$ cat config.mk
export PLATFORM = sky130hd
export DESIGN_NAME = whack_a_mole_game
export DESIGN_NICKNAME = d
export VERILOG_FILES = /design/src/rtl/whack_a_mole_game.sv
export SDC_FILE = /design/constraint.sdc
export NUM_CORES = 1
export LEC_CHECK = 0
export ABC_AREA = 1
export BUFFER_PORTS_ARGS = -buffer_cell sky130_fd_sc_hd__buf_2
export CORE_MARGIN = 8
export CORE_UTILIZATION = 56
export DETAILED_ROUTE_END_ITERATION = 7
export PLACE_DENSITY = 0.81
export SYNTH_ARGS = -nofsm -noshare
export SYNTH_HDL_FRONTEND = slang
export SYNTH_SLANG_ARGS = --single-unit
$ cat constraint.sdc
create_clock -name CLOCK_50 -period 2.28 [get_ports CLOCK_50]
set_input_delay 0.114 -clock CLOCK_50 [delete_from_list [all_inputs] [get_ports CLOCK_50]]
set_output_delay 0.114 -clock CLOCK_50 [all_outputs]
set_load 0.005 [all_outputs]
$ cat src/rtl/whack_a_mole_game.sv
// Whack-a-mole game engine: synchronised keys, free-running LFSR mole picker,
// timed GAP/SHOW rounds, saturating BCD score on 7-segment digits, miss limit.
module whack_a_mole_game #(
    parameter int unsigned NUM_MOLES    = 4,
    parameter int unsigned TICKS_SHOW   = 50_000_000,
    parameter int unsigned TICKS_MIN    = 10_000_000,
    parameter int unsigned TICKS_STEP   = 2_000_000,
    parameter int unsigned TICKS_GAP    = 12_500_000,
    parameter int unsigned SCORE_DIGITS = 2,
    parameter int unsigned MAX_MISSES   = 3
) (
    input  logic                      CLOCK_50,
    input  logic                      RESET_N,
    input  logic [NUM_MOLES-1:0]      KEY,
    input  logic                      START_N,
    output logic [NUM_MOLES-1:0]      LEDR,
    output logic [7*SCORE_DIGITS-1:0] HEX,
    output logic [3:0]                MISSES,
    output logic                      GAME_OVER
);
    localparam int unsigned MW   = $clog2(NUM_MOLES);
    localparam int unsigned CW   = MW + 1;
    localparam int unsigned TMAX = (TICKS_SHOW > TICKS_GAP) ? TICKS_SHOW : TICKS_GAP;
    localparam int unsigned TW   = $clog2(TMAX);
    localparam int unsigned PW   = TW + 1;
    localparam int unsigned SW   = 4 * SCORE_DIGITS;
    localparam int unsigned HW   = 7 * SCORE_DIGITS;

    typedef enum logic [1:0] {S_IDLE, S_GAP, S_SHOW, S_OVER} state_t;

    state_t               state, state_nxt;
    logic [NUM_MOLES-1:0] key_s1, key_s2, key_s3, key_press;
    logic                 start_s1, start_s2, start_s3, start_press;
    logic [7:0]           lfsr;
    logic [NUM_MOLES-1:0] led, led_nxt;
    logic [TW-1:0]        timer, timer_nxt;
    logic [PW-1:0]        period, period_nxt;
    logic [SW-1:0]        score, score_nxt, score_inc;
    logic [3:0]           misses, misses_nxt;
    logic                 over, over_nxt;
    logic [MW-1:0]        prev, prev_nxt, cand, pick;
    logic [CW-1:0]        cand_w;
    logic [HW-1:0]        hex_c, hex_q;
    logic                 miss_evt, carry, all9;

    function automatic logic [6:0] seg7(input logic [3:0] d);
        case (d)
            4'd0:    seg7 = 7'b1000000;
            4'd1:    seg7 = 7'b1111001;
            4'd2:    seg7 = 7'b0100100;
            4'd3:    seg7 = 7'b0110000;
            4'd4:    seg7 = 7'b0011001;
            4'd5:    seg7 = 7'b0010010;
            4'd6:    seg7 = 7'b0000010;
            4'd7:    seg7 = 7'b1111000;
            4'd8:    seg7 = 7'b0000000;
            4'd9:    seg7 = 7'b0010000;
            default: seg7 = 7'b1111111;
        endcase
    endfunction

    // Two-flop synchronisers plus a registered falling-edge detector per button
    always_ff @(posedge CLOCK_50 or negedge RESET_N) begin
        if (!RESET_N) begin
            key_s1      <= '1;
            key_s2      <= '1;
            key_s3      <= '1;
            key_press   <= '0;
            start_s1    <= 1'b1;
            start_s2    <= 1'b1;
            start_s3    <= 1'b1;
            start_press <= 1'b0;
        end else begin
            key_s1      <= KEY;
            key_s2      <= key_s1;
            key_s3      <= key_s2;
            key_press   <= key_s3 & ~key_s2;
            start_s1    <= START_N;
            start_s2    <= start_s1;
            start_s3    <= start_s2;
            start_press <= start_s3 & ~start_s2;
        end
    end

    // Fibonacci LFSR x^8+x^6+x^5+x^4+1, runs in every state
    always_ff @(posedge CLOCK_50 or negedge RESET_N) begin
        if (!RESET_N) begin
            lfsr <= 8'h01;
        end else if (lfsr == 8'h00) begin
            lfsr <= 8'h01;
        end else begin
            lfsr <= {lfsr[6:0], lfsr[7] ^ lfsr[5] ^ lfsr[4] ^ lfsr[3]};
        end
    end

    // Mole pick: fold into range, then step past the previous mole
    always_comb begin
        cand_w = {1'b0, lfsr[MW-1:0]};
        if (cand_w >= CW'(NUM_MOLES)) begin
            cand_w = cand_w - CW'(NUM_MOLES);
        end
        cand = cand_w[MW-1:0];
        pick = cand;
        if (cand == prev) begin
            if (32'(cand) + 32'd1 == NUM_MOLES) pick = '0;
            else                                pick = cand + MW'(1);
        end
    end

    // BCD increment with ripple carry, saturating at all nines
    always_comb begin
        score_inc = score;
        carry     = 1'b1;
        all9      = 1'b1;
        for (int i = 0; i < int'(SCORE_DIGITS); i++) begin
            if (score[4*i +: 4] != 4'd9) all9 = 1'b0;
            if (carry) begin
                if (score[4*i +: 4] == 4'd9) begin
                    score_inc[4*i +: 4] = 4'd0;
                end else begin
                    score_inc[4*i +: 4] = score[4*i +: 4] + 4'd1;
                    carry = 1'b0;
                end
            end
        end
        if (all9) score_inc = score;
    end

    always_comb begin
        state_nxt  = state;
        led_nxt    = led;
        timer_nxt  = timer;
        period_nxt = period;
        score_nxt  = score;
        misses_nxt = misses;
        over_nxt   = over;
        prev_nxt   = prev;
        miss_evt   = 1'b0;
        case (state)
            S_IDLE, S_OVER: begin
                led_nxt   = '0;
                timer_nxt = '0;
                if (start_press) begin
                    score_nxt  = '0;
                    misses_nxt = 4'd0;
                    over_nxt   = 1'b0;
                    period_nxt = PW'(TICKS_SHOW);
                    state_nxt  = S_GAP;
                end
            end
            S_GAP: begin
                led_nxt = '0;
                if (timer == TW'(TICKS_GAP - 1)) begin
                    timer_nxt = '0;
                    led_nxt   = NUM_MOLES'(1) << pick;
                    prev_nxt  = pick;
                    state_nxt = S_SHOW;
                end else begin
                    timer_nxt = timer + TW'(1);
                end
            end
            S_SHOW: begin
                timer_nxt = timer + TW'(1);
                if (key_press != '0) begin
                    led_nxt   = '0;
                    timer_nxt = '0;
                    if (key_press == led) begin
                        score_nxt = score_inc;
                        if (32'(period) >= TICKS_MIN + TICKS_STEP) period_nxt = period - PW'(TICKS_STEP);
                        else                                       period_nxt = PW'(TICKS_MIN);
                        state_nxt = S_GAP;
                    end else begin
                        miss_evt = 1'b1;
                    end
                end else if ({1'b0, timer} == period - PW'(1)) begin
                    led_nxt   = '0;
                    timer_nxt = '0;
                    miss_evt  = 1'b1;
                end
                if (miss_evt) begin
                    misses_nxt = misses + 4'd1;
                    if (misses_nxt == 4'(MAX_MISSES)) begin
                        state_nxt = S_OVER;
                        over_nxt  = 1'b1;
                    end else begin
                        state_nxt = S_GAP;
                    end
                end
            end
            default: state_nxt = S_IDLE;
        endcase
    end

    always_ff @(posedge CLOCK_50 or negedge RESET_N) begin
        if (!RESET_N) begin
            state  <= S_IDLE;
            led    <= '0;
            timer  <= '0;
            period <= PW'(TICKS_SHOW);
            score  <= '0;
            misses <= 4'd0;
            over   <= 1'b0;
            prev   <= '0;
        end else begin
            state  <= state_nxt;
            led    <= led_nxt;
            timer  <= timer_nxt;
            period <= period_nxt;
            score  <= score_nxt;
            misses <= misses_nxt;
            over   <= over_nxt;
            prev   <= prev_nxt;
        end
    end

    always_comb begin
        hex_c = '1;
        for (int i = 0; i < int'(SCORE_DIGITS); i++) begin
            hex_c[7*i +: 7] = seg7(score[4*i +: 4]);
        end
    end

    // Display trails the score by one cycle
    always_ff @(posedge CLOCK_50 or negedge RESET_N) begin
        if (!RESET_N) hex_q <= {SCORE_DIGITS{7'b1000000}};
        else          hex_q <= hex_c;
    end

    assign LEDR      = led;
    assign HEX       = hex_q;
    assign MISSES    = misses;
    assign GAME_OVER = over;

endmodule

==> flow_metrics.tcl <==
set metrics [dict create \
    status "complete, but fails checks" \
    violations "negative setup slack" \
    path_delay_family "simple AND/OR/NAND/NOR gates" \
    overflow 0 \
    dpl-instance-area_um2 7050 \
    p_comb_share_pct 44.3 \
    io_pins 30 \
    htreeDepth 3 \
    period_needed_ps 2310 \
    worstMarginPinSlew_ps 553 \
    num_antenna_cells 0 \
    drtIter0Drc 536 \
    initial_core_util_pct 57.7 \
    synth-seq-cells 109 \
    die_h_um 125 \
    end_kind "flip-flop" \
    wirelength_um 14900 \
    port_buffers 29 \
    syn_to_final_growth_pct 15.6 \
    cts_tree "done" \
    syn_area_um2 6620 \
    place.gp.congestion 0.931 \
    path_max_fanout 4 \
    hold_path.class "in -> async" \
    slew_headroom_pct 62.8 \
    grt_pass1_vias 5560 \
    vias_per_cell 5.44 \
    die_w_um 125 \
    power_frac_seq_pct 33.4 \
    critPathSlowestCell "dfstp_2" \
    drive_above_1_share_pct 21.9 \
    final_hold_viol_count 0 \
    synth_warnings 0 \
    async_reset_ff_share_pct 100 \
    cts-buffers-inserted 9 \
    setup_viol 2 \
    synth_largest_area_cell "dfrtp_1" \
    fp.dieArea_um2 15600 \
    ant_nets 0 \
    place_hpwl_um 10800 \
    max_stage_delay_ps 550 \
    power.internal_mw 4.37 \
    num_rows 39 \
    synth.top_cell.area_share_pct 29.9 \
    grt_first_pass_wirelength_um 25700 \
    grt_use_total_pct 19.6 \
    syn_inst 853 \
    slew_violations 0 \
    p_sw_share_pct 41.3 \
    drc 0 \
    ys_seq_area_share_pct 41.8 \
    utilization_pct 66.7 \
    p_switching_mw 3.07 \
    p_clk_share_pct 22.4 \
    timing.critical_path.buf_inv 3 \
    ys_types 49 \
    cts_sinks 109 \
    timing.final.ws_setup_ps -34.5 \
    grt_max_degree 55 \
    path_class "reg -> reg" \
    via_count 5756 \
    antenna_found_initial 0 \
    crit_required_ps 2540 \
    ir_worst_vdd_v 0.000931 \
    core_area_um2 11500 \
    clock_latency_ps 370 \
    finalCritPeriodShare_pct 102 \
    final_nets 936 \
    path_cells "inv_2 -> ha_4 -> xnor2_2 -> nor2_2 -> nand3_2 -> nor2_2 -> nand2_1 -> nor2_2 -> nand3_2 -> o21bai_4 -> nand2_4 -> buf_4 -> buf_4 -> nand3_1 -> nor2_1" \
    critical_path.most_common_cell "nor2_2" \
    stdcell_area_um2 7650 \
    ys_top_cells_by_area "dfrtp_1 (30%), dfstp_2 (12%), nand2_1 (11%), inv_1 (5.9%), nor2_1 (5.6%)" \
    rsz0062_at_grt "yes" \
    clk_pin_slew_ps 90 \
    syn_nets 879 \
    p_per_area_nw_per_um2 973 \
    synth_edf_count 0 \
    wl_per_cell_um 14.1 \
    cts-root-buf "clkbuf_16" \
    syn_avg_cell_area_um2 7.76 \
    worst_clock_skew_ps 13.4 \
    cts_buffer_depth 2 \
    fmax_ghz 0.432 \
    crit_path_start_kind "flip-flop" \
    ys.flop_type "dfrtp_1" \
    first_pass_iters 5 \
    cap_violations 0 \
    cp_data_arrival_time_ps 2580 \
    leakagePower_nw 3.70 \
    synthTopCellsByCount "nand2_1 (201), inv_1 (104), nor2_1 (99), dfrtp_1 (79), nand3_1 (69)" \
    yosysMostFrequentCell "nand2_1" \
]
-- routing by layer --
metal | routed length [µm] | track usage [%]
met1 | 6540 | 24.1
met2 | 7180 | 33.2
met3 | 856 | 4.26
met4 | 348 | 6.80
met5 | 0 | 0
-- path summary, 6_finish.rpt --
path	from	to	slack, ps	cells after the start
hold reg to reg	key_s1[2]$_DFF_PN1_	key_s2[2]$_DFF_PN1_	360	0
min in group CLOCK_50	key_s1[2]$_DFF_PN1_	key_s2[2]$_DFF_PN1_	360	0
setup / recovery	period[7]$_DFFE_PN1P_	timer[25]$_DFF_PN0_	-30	15
setup reg to reg	period[7]$_DFFE_PN1P_	timer[25]$_DFF_PN0_	-30	15
hold / removal	RESET_N	timer[7]$_DFF_PN0_	250	2
max in group asynchronous	RESET_N	period[25]$_DFFE_PN1P_	1310	3
-- stage by stage --
| stage | power, mW | TNS, ps | hold slack [ps] | setup slack (ps) | std cells |
|---|---|---|---|---|---|
| floorplan | 4.38 | 0 | -182 | 8.63 | 853 |
| global placement | 5.28 | -323 | 120 | -24.4 | 1028 |
| detailed placement | 5.35 | -1420 | 118 | -75.5 | 1028 |
| CTS | 7.40 | 0 | 267 | 1.06 | 1062 |
| global route | 7.95 | -5310 | 289 | -217 | 1058 |
| finish | 7.45 | -50.2 | 246 | -34.5 | 1058 |
-- area by class of cell --
type	instances	area, µm²
clock buffer	9	225
clock inverter	7	104
fill	899	3820
inverter	108	409
multi-input combinational	606	3420
sequential	109	2770
tap	143	179
timing repair buffer	76	548
-- power groups by stage --
stage / Sequential (mW) / Combinational [mW] / Clock (mW)
after floorplan: 2.39 / 1.99 / 0
after global placement: 2.49 / 2.78 / 0
after detailed placement: 2.50 / 2.85 / 0
after CTS: 2.48 / 3.22 / 1.70
after global routing: 2.51 / 3.66 / 1.78
final: 2.49 / 3.30 / 1.67
-- logic make-up (layout without fill, tap and decap cells) --
family                     after synthesis  count (layout)  synth area share [%]
xor gates and xnor gates                44              44                  6.20
AOI/OAI and AO/OA                       83              83                  7.09
adders and majority gates               19              19                  3.59
and+or+nand+nor                        459             460                  32.5
buffers and inverters                  139             200                  8.84
DFF                                    109             109                  41.8
-- placed cells by master, fill, tap and decap left out, types with 3 or more instances in the layout --
master         instances
nor3_2                 5
inv_1                100
nor3_1                12
buf_2                 28
inv_2                  7
o21ai_0               41
o21ai_1                3
clkinv_8               4
nor2_1                87
nor2_4                 9
xor2_1                25
clkbuf_16              9
nand3b_1               6
o22ai_1                3
nor4_1                 9
a21oi_1               18
nand3_2               10
nand4_1               18
o21a_1                 3
xnor2_1               15
or2_2                  3
ha_1                  18
dfstp_2               30
nor2_2                24
buf_4                 38
dfrtp_1               79
nand3_1               61
nand2_4                3
nand2_2                7
nand2_1              197
dlygate4sd3_1          6
-- sequential cells by signal, indices dropped and copies added, names as in the netlist, 2 cells and up --
name       count
HEX           14
LEDR           4
MISSES         4
key_press      4
key_s1         4
key_s2         4
key_s3         4
lfsr           8
period        20
prev           2
score          8
state          2
timer         26
-- what timing repair did --
action	4_1_cts	5_1_grt
pin swaps	3	11
setup buffers	10	1
resized for setup	13	33
endpoints found under the hold margin	36	0
endpoints found under the setup margin	33	60
cloned	2	0
hold buffers	6	0
Note: power is estimated with default switching activity, not from simulation.
